<file path="src/rtl/adder_result_collector_pkg.sv">
// Shared accelerator package: result-lane geometry and collector FSM states.
// Used by the adder-tree blocks and the result collector.
package adder_result_collector_pkg;

    // Number of bit-serial result lanes.
    localparam int ARC_LANES  = 8;
    // Serial beats per word (power of two).
    localparam int ARC_WORD_W = 32;
    // Frame buffer depth (power of two, >= 2).
    localparam int ARC_FRAMES = 2;

    typedef enum logic {
        ST_IDLE = 1'b0,
        ST_SEND = 1'b1
    } coll_state_t;

endpackage

</file>
<file path="src/rtl/collector_frame_fifo.sv">
// Frame FIFO: stores whole deserialized frames (all lanes side by side).
// Ports: i_push/i_push_data write, i_pop release head, o_head head frame,
//        o_full/o_empty status, o_count frames held.
module collector_frame_fifo #(
    parameter  int WIDTH = 256,
    parameter  int DEPTH = 2,
    localparam int PTR_W = $clog2(DEPTH),
    localparam int CNT_W = $clog2(DEPTH) + 1
) (
    input  logic             clk,
    input  logic             reset,
    input  logic             i_push,
    input  logic [WIDTH-1:0] i_push_data,
    input  logic             i_pop,
    output logic [WIDTH-1:0] o_head,
    output logic             o_full,
    output logic             o_empty,
    output logic [CNT_W-1:0] o_count
);

    logic [WIDTH-1:0] r_mem [DEPTH];
    logic [PTR_W-1:0] r_wr_ptr;
    logic [PTR_W-1:0] r_rd_ptr;
    logic [CNT_W-1:0] r_count;

    logic w_pop_ok;
    logic w_push_ok;

    assign o_full    = (r_count == CNT_W'(DEPTH));
    assign o_empty   = (r_count == '0);
    assign o_count   = r_count;
    assign o_head    = r_mem[r_rd_ptr];

    // A push into a full FIFO is accepted when the head leaves in the
    // same cycle, so a frame arriving on the final handshake is kept.
    assign w_pop_ok  = i_pop && !o_empty;
    assign w_push_ok = i_push && (!o_full || w_pop_ok);

    always_ff @(posedge clk) begin
        if (w_push_ok) begin
            r_mem[r_wr_ptr] <= i_push_data;
        end
    end

    always_ff @(posedge clk or posedge reset) begin
        if (reset) begin
            r_wr_ptr <= '0;
            r_rd_ptr <= '0;
            r_count  <= '0;
        end else begin
            if (w_push_ok) begin
                r_wr_ptr <= r_wr_ptr + PTR_W'(1);
            end
            if (w_pop_ok) begin
                r_rd_ptr <= r_rd_ptr + PTR_W'(1);
            end
            unique case ({w_push_ok, w_pop_ok})
                2'b10:   r_count <= r_count + CNT_W'(1);
                2'b01:   r_count <= r_count - CNT_W'(1);
                default: r_count <= r_count;
            endcase
        end
    end

endmodule

</file>
<file path="src/rtl/adder_result_collector.sv">
// Deserializes bit-serial adder-tree results into per-lane words, buffers
// whole frames and streams them out one lane word per valid/ready handshake.
// Ports: in_valid/in_bits serial input; out_valid/out_ready/out_lane/out_data
//        word output; overflow sticky drop flag; frame_cnt buffered frames.
module adder_result_collector
    import adder_result_collector_pkg::*;
#(
    parameter  int LANES   = ARC_LANES,
    parameter  int WORD_W  = ARC_WORD_W,
    parameter  int FRAMES  = ARC_FRAMES,
    localparam int LANE_W  = $clog2(LANES),
    localparam int BEAT_W  = $clog2(WORD_W),
    localparam int CNT_W   = $clog2(FRAMES) + 1,
    localparam int FRAME_W = LANES * WORD_W
) (
    input  logic              clk,
    input  logic              reset,
    input  logic              in_valid,
    input  logic [LANES-1:0]  in_bits,
    output logic              out_valid,
    input  logic              out_ready,
    output logic [LANE_W-1:0] out_lane,
    output logic [WORD_W-1:0] out_data,
    output logic              overflow,
    output logic [CNT_W-1:0]  frame_cnt
);

    logic [WORD_W-1:0] r_shift [LANES];
    logic [BEAT_W-1:0] r_beat;
    logic              r_overflow;
    coll_state_t       r_state;
    logic              r_valid;
    logic [LANE_W-1:0] r_lane;

    logic [FRAME_W-1:0] w_frame;
    logic [FRAME_W-1:0] w_head;
    logic [WORD_W-1:0]  w_head_word [LANES];
    logic               w_complete;
    logic               w_pop;
    logic               w_drop;
    logic               w_full;
    logic               w_empty;
    logic [CNT_W-1:0]   w_count;

    // w_frame is the shift-register contents after this beat, so the
    // completing beat's bits are part of the frame written at this edge.
    for (genvar g = 0; g < LANES; g++) begin : g_lane
        assign w_frame[g*WORD_W +: WORD_W] =
            {in_bits[g], r_shift[g][WORD_W-1:1]};
        assign w_head_word[g] = w_head[g*WORD_W +: WORD_W];
    end

    assign w_complete = in_valid && (r_beat == BEAT_W'(WORD_W - 1));
    assign w_pop      = (r_state == ST_SEND) && out_ready &&
                        (r_lane == LANE_W'(LANES - 1));
    assign w_drop     = w_complete && w_full && !w_pop;

    collector_frame_fifo #(
        .WIDTH (FRAME_W),
        .DEPTH (FRAMES)
    ) u_fifo (
        .clk         (clk),
        .reset       (reset),
        .i_push      (w_complete),
        .i_push_data (w_frame),
        .i_pop       (w_pop),
        .o_head      (w_head),
        .o_full      (w_full),
        .o_empty     (w_empty),
        .o_count     (w_count)
    );

    always_ff @(posedge clk or posedge reset) begin
        if (reset) begin
            for (int i = 0; i < LANES; i++) begin
                r_shift[i] <= '0;
            end
            r_beat <= '0;
        end else if (in_valid) begin
            for (int i = 0; i < LANES; i++) begin
                r_shift[i] <= w_frame[i*WORD_W +: WORD_W];
            end
            // Power-of-two width: wraps to 0 even when the frame is dropped.
            r_beat <= r_beat + BEAT_W'(1);
        end
    end

    always_ff @(posedge clk or posedge reset) begin
        if (reset) begin
            r_overflow <= 1'b0;
        end else if (w_drop) begin
            r_overflow <= 1'b1;
        end
    end

    always_ff @(posedge clk or posedge reset) begin
        if (reset) begin
            r_state <= ST_IDLE;
            r_valid <= 1'b0;
            r_lane  <= '0;
        end else begin
            unique case (r_state)
                ST_IDLE: begin
                    if (!w_empty) begin
                        r_state <= ST_SEND;
                        r_valid <= 1'b1;
                        r_lane  <= '0;
                    end
                end
                ST_SEND: begin
                    if (out_ready) begin
                        if (r_lane == LANE_W'(LANES - 1)) begin
                            r_lane <= '0;
                            // Another frame remains after this pop, either
                            // already queued or arriving this cycle.
                            if (w_count > CNT_W'(1) || w_complete) begin
                                r_state <= ST_SEND;
                                r_valid <= 1'b1;
                            end else begin
                                r_state <= ST_IDLE;
                                r_valid <= 1'b0;
                            end
                        end else begin
                            r_lane <= r_lane + LANE_W'(1);
                        end
                    end
                end
                default: begin
                    r_state <= ST_IDLE;
                    r_valid <= 1'b0;
                    r_lane  <= '0;
                end
            endcase
        end
    end

    assign out_valid = r_valid;
    assign out_lane  = r_lane;
    assign out_data  = r_valid ? w_head_word[r_lane] : '0;
    assign overflow  = r_overflow;
    assign frame_cnt = w_count;

endmodule

</file>
<file path="config.mk">
export PLATFORM = sky130hd
export DESIGN_NAME = adder_result_collector
export DESIGN_NICKNAME = d
export VERILOG_FILES = /design/src/rtl/adder_result_collector_pkg.sv /design/src/rtl/collector_frame_fifo.sv /design/src/rtl/adder_result_collector.sv
export SDC_FILE = /design/constraint.sdc
export NUM_CORES = 1
export LEC_CHECK = 0
export CELL_PAD_IN_SITES_DETAIL_PLACEMENT = 1
export CELL_PAD_IN_SITES_GLOBAL_PLACEMENT = 1
export CORE_MARGIN = 2
export CORE_UTILIZATION = 45
export DETAILED_ROUTE_END_ITERATION = 10
export GPL_ROUTABILITY_DRIVEN = 1
export PLACE_DENSITY = 0.76
export REMOVE_ABC_BUFFERS = 1
export SLEW_MARGIN = 20
export SYNTH_ARGS = -nofsm -noshare
export SYNTH_HDL_FRONTEND = slang
export SYNTH_SLANG_ARGS = --single-unit
</file>
<file path="constraint.sdc">
create_clock -name clk -period 40.3 [get_ports clk]
set_clock_uncertainty 0.15 [all_clocks]
set_input_delay 4.03 -clock clk [delete_from_list [all_inputs] [get_ports clk]]
set_output_delay 4.03 -clock clk [all_outputs]
set_load 0.05 [all_outputs]
</file>
==> key figures <==
Detailed routing
  • Uppermost layer routed: met4
  • Initial drt markers: 1014
  • Antenna Violating Nets Remaining: 0
  • Vias: 14448
  • Routed len/inst: 23.1 um
  • DR WL met2: 30.9 mm
  • Metal-1 WL: 26.6 mm
  • Initial DRT Pass Iterations: 5
  • DRT Wirelength: 60.7 mm
  • Met3 Wirelength: 1.95 mm
  • DRC: 0
  • Vias per cell: 5.49

Power and ir drop
  • Clock power frac: 0.282
  • Sw Share: 0.322
  • Sequential power share: 0.460
  • NetSw: 0.000812 W
  • Int Power: 0.00171 W
  • Pwr dens: 75.2 nW/um^2
  • Total power: 0.00252 W
  • Comb power frac: 0.258
  • Peak supply drop: 0.0394 mV
  • Leak pwr: 12.6 nW

Outcome
  • Run status: finished clean

STA
  • Final count of negative-setup-slack endpoints: 0
  • Tcrit/Tclk final: 0.247
  • Fin. max-slew vios: 0
  • RSZ-0062 raised after global routing: no
  • Slew at the pin with the worst max-slew slack: 1.16 ns
  • Final-report hold violation count: 0
  • Setup TNS Final: 0 ns
  • Max Freq: 100 MHz
  • Slew Limit Headroom: 0.226
  • Setup ws final: 30.35 ns
  • Minimum clock period: 9.95 ns

Finish
  • Fin area: 33500 um^2
  • Leading cell type in the layout, fill and taps excluded: edfxtp_1
  • Most frequent cells in the layout: edfxtp_1, dfrtp_1, mux2_2
  • Sequential cell area: 22000 um^2
  • Ant. Diodes: 0
  • Multi-input gate area: 7170 um^2
  • Synth-to-Final Area Change: 12.5%
  • Layout cells sized above 1: 0.233
  • Fin nets: 1722
  • Fillers: 5963

CTS
  • Clock-pin slew on the worst setup and hold paths: 0.06 ns
  • CTS H-tree depth: 3
  • Clk root buf: clkbuf_16
  • CTS tree: done
  • Post-CTS Setup Bufs: 0
  • Sink Count: 775
  • Post-CTS Hold Buffers: 0
  • Clk_lat worst skew: 0.61 ns
  • TritonCTS buffer count: 79
  • PostCTS Resize Cnt: 0
  • CTS Buffer Depth: 3

Synth
  • Area share of fa/ha/maj cells after synthesis: 0.00294
  • Asr flop ratio synth: 0.339
  • Main synth FF type: edfxtp_1
  • Largest family of logic cells by synthesized area: multiplexers
  • Seq/Total Area, Yosys: 0.737
  • Top cells by area, synth: edfxtp_1, dfrtp_1, mux2_2
  • EDFF count, synth: 512
  • Yosys top cell area share: 0.516
  • Count of different cell masters after synthesis: 39
  • Total of warnings raised by yosys: 0
  • Compound-Gate Fraction of Synth Area: 0.0419
  • FF+latch count, synth: 775
  • Synthesized area: 29800 um^2
  • Post-Synth XOR/XNOR Area: 0.00176
  • Post-synthesis mux area share: 0.181
  • Area leader, netlist: edfxtp_1
  • Simple-gate share of the synthesized area: 0.0113
  • Post-Syn Instances: 1635
  • Synthesized area per cell: 18.2 um^2

Setup path
  • CP delay by family, top: buffers and inverters
  • Crit Path Max Fanout: 68
  • RR Startpoint: out_lane[1]
  • Startpoint types: flop
  • Critical-path cell list: buf_4 -> buf_4 -> buf_6 -> mux2i_1 -> a22oi_1 -> nand2_1 -> o22ai_1 -> clkdlybuf4s50_1
  • Path depth of the worst reg2reg path: 9
  • Flop2flop setup slack: 35.55 ns
  • CP max stage delay: 0.90 ns
  • Critical Path RT: 36.12 ns
  • Worst path depth: 8
  • Crit Path Category: reg2out
  • Crit path capture: out_data[0]
  • Worst Path Buf+Inv: 4
  • CP dominant cell by count: buf_4
  • Endpoint type of the worst setup path: output pin
  • Critical path arrival: 5.77 ns
  • Worst r2r dst: u_fifo.r_mem[1][41]
  • Setup crit start: u_fifo.r_rd_ptr
  • CP max stage cell: buf_4

Floorplanning
  • DIE WIDTH: 261 um
  • Overall die height: 261 um
  • Die area: 68300 um^2
  • Initial core utilization: 0.454
  • I/O pins: 51
  • Num rows: 94
  • Core Box Area: 65600 um^2

Global routing
  • Grt total ovfl: 0
  • First-pass GRT wire length: 95.2 mm
  • Overall Global Routing Usage: 0.182
  • Largest net degree at the start of global routing: 177
  • Vias in the first global route: 16046
  • Initial antenna violation count: 0

Placement
  • GP Congestion: 0.703
  • Placed standard-cell area: 31000 um^2
  • IO Port Bufs: 50
  • DP HPWL: 32.2 mm
  • Setup WS pre-CTS: 30.69 ns

Job
  • Max-Cap Viols: 0

Min path
  • Hold Crit Class: reg2reg
-- final cells by class --
type / count / share of cell area
Inverter: 6 / 0.000896
Tap cell: 864 / 0.0323
Clock inverter: 25 / 0.00680
Sequential cell: 775 / 0.655
Multi-Input combinational cell: 766 / 0.214
Timing Repair Buffer: 75 / 0.0221
Clock buffer: 120 / 0.0687
-- how the worst min path moves through the flow --
stage / from / slack, ns / cells past startpoint / end
6_report: r_shift[225] / 0.33 / 0 / u_fifo.r_mem[0][0]
5_1_grt: r_shift[225] / 0.34 / 0 / u_fifo.r_mem[0][0]
4_1_cts: r_shift[97] / 0.33 / 0 / u_fifo.r_mem[1][128]
3_5_place_dp: r_shift[97] / 0.32 / 0 / u_fifo.r_mem[0][128]
3_3_place_gp: r_beat[3] / 0.31 / 1 / r_beat[3]
2_1_floorplan: r_beat[3] / 0.29 / 1 / r_beat[3]
-- state kept, by name, indices dropped and copies added (netlist names) --
name,flops
r_shift,248
u_fifo.r_wr_ptr,1
u_fifo.r_mem,512
out_lane,3
u_fifo.o_count,2
out_valid,1
overflow,1
r_beat,5
u_fifo.r_rd_ptr,1
r_state,1
-- power by group through the flow --
| stage | Sequential, W | Clock (W) | Combinational, W |
|---|---|---|---|
| final | 0.00116 | 0.000711 | 0.000650 |
| after CTS | 0.00116 | 0.000724 | 0.000662 |
| after global placement | 0.00116 | 0 | 0.000638 |
| after floorplan | 0.00117 | 0 | 0.000509 |
| after global routing | 0.00118 | 0.000756 | 0.000697 |
| after detailed placement | 0.00117 | 0 | 0.000655 |
-- cell usage after synthesis, drive strengths merged (2+ instances only) --
cell type  number
mux2          251
nand3           3
o22ai          25
a22oi         114
o21ai          17
inv             6
xor2            2
nand2          62
nor2b           3
edfxtp        512
ha              7
nand2b          3
clkbuf         12
mux2i         242
buf            76
a221oi          7
and2            2
nor2            4
xnor2           4
a21oi           3
dfrtp         263
mux4            7
-- through the flow --
stage / cells / util / hold WS, ns
5_1_grt: 2631 / 0.511 / 0.342
2_1_floorplan: 1547 / - / 0.288
3_3_place_gp: 2484 / 0.471 / 0.306
6_report: 2631 / 0.511 / 0.334
4_1_cts: 2630 / 0.510 / 0.330
3_5_place_dp: 2485 / 0.472 / 0.317
-- kinds of logic after synthesis --
group                    after synthesis
AO/OA/AOI/OAI                        173
AND/OR/NAND/NOR                       80
multiplexers                         500
XOR/XNOR                               6
adder cells (fa/ha/maj)                7
buffers and inverters                 94
flip-flops                           775
-- worst register-to-register path, stage by stage (launching register included) --
cell      delay (ns)
dfrtp_1         0.32
buf_4           0.37
ha_1            0.24
ha_1            0.24
nand4b_1        0.31
a21oi_1         0.36
and2_4          0.53
buf_12          0.33
buf_4           0.80
buf_4           0.70
-- layer usage --
layer	vias to the layer above	track usage
li1	6462	-
met5	-	0
met3	91	0.0248
met1	7641	0.241
met4	0	0.0563
met2	254	0.312
(Power assumes the default switching activity.)
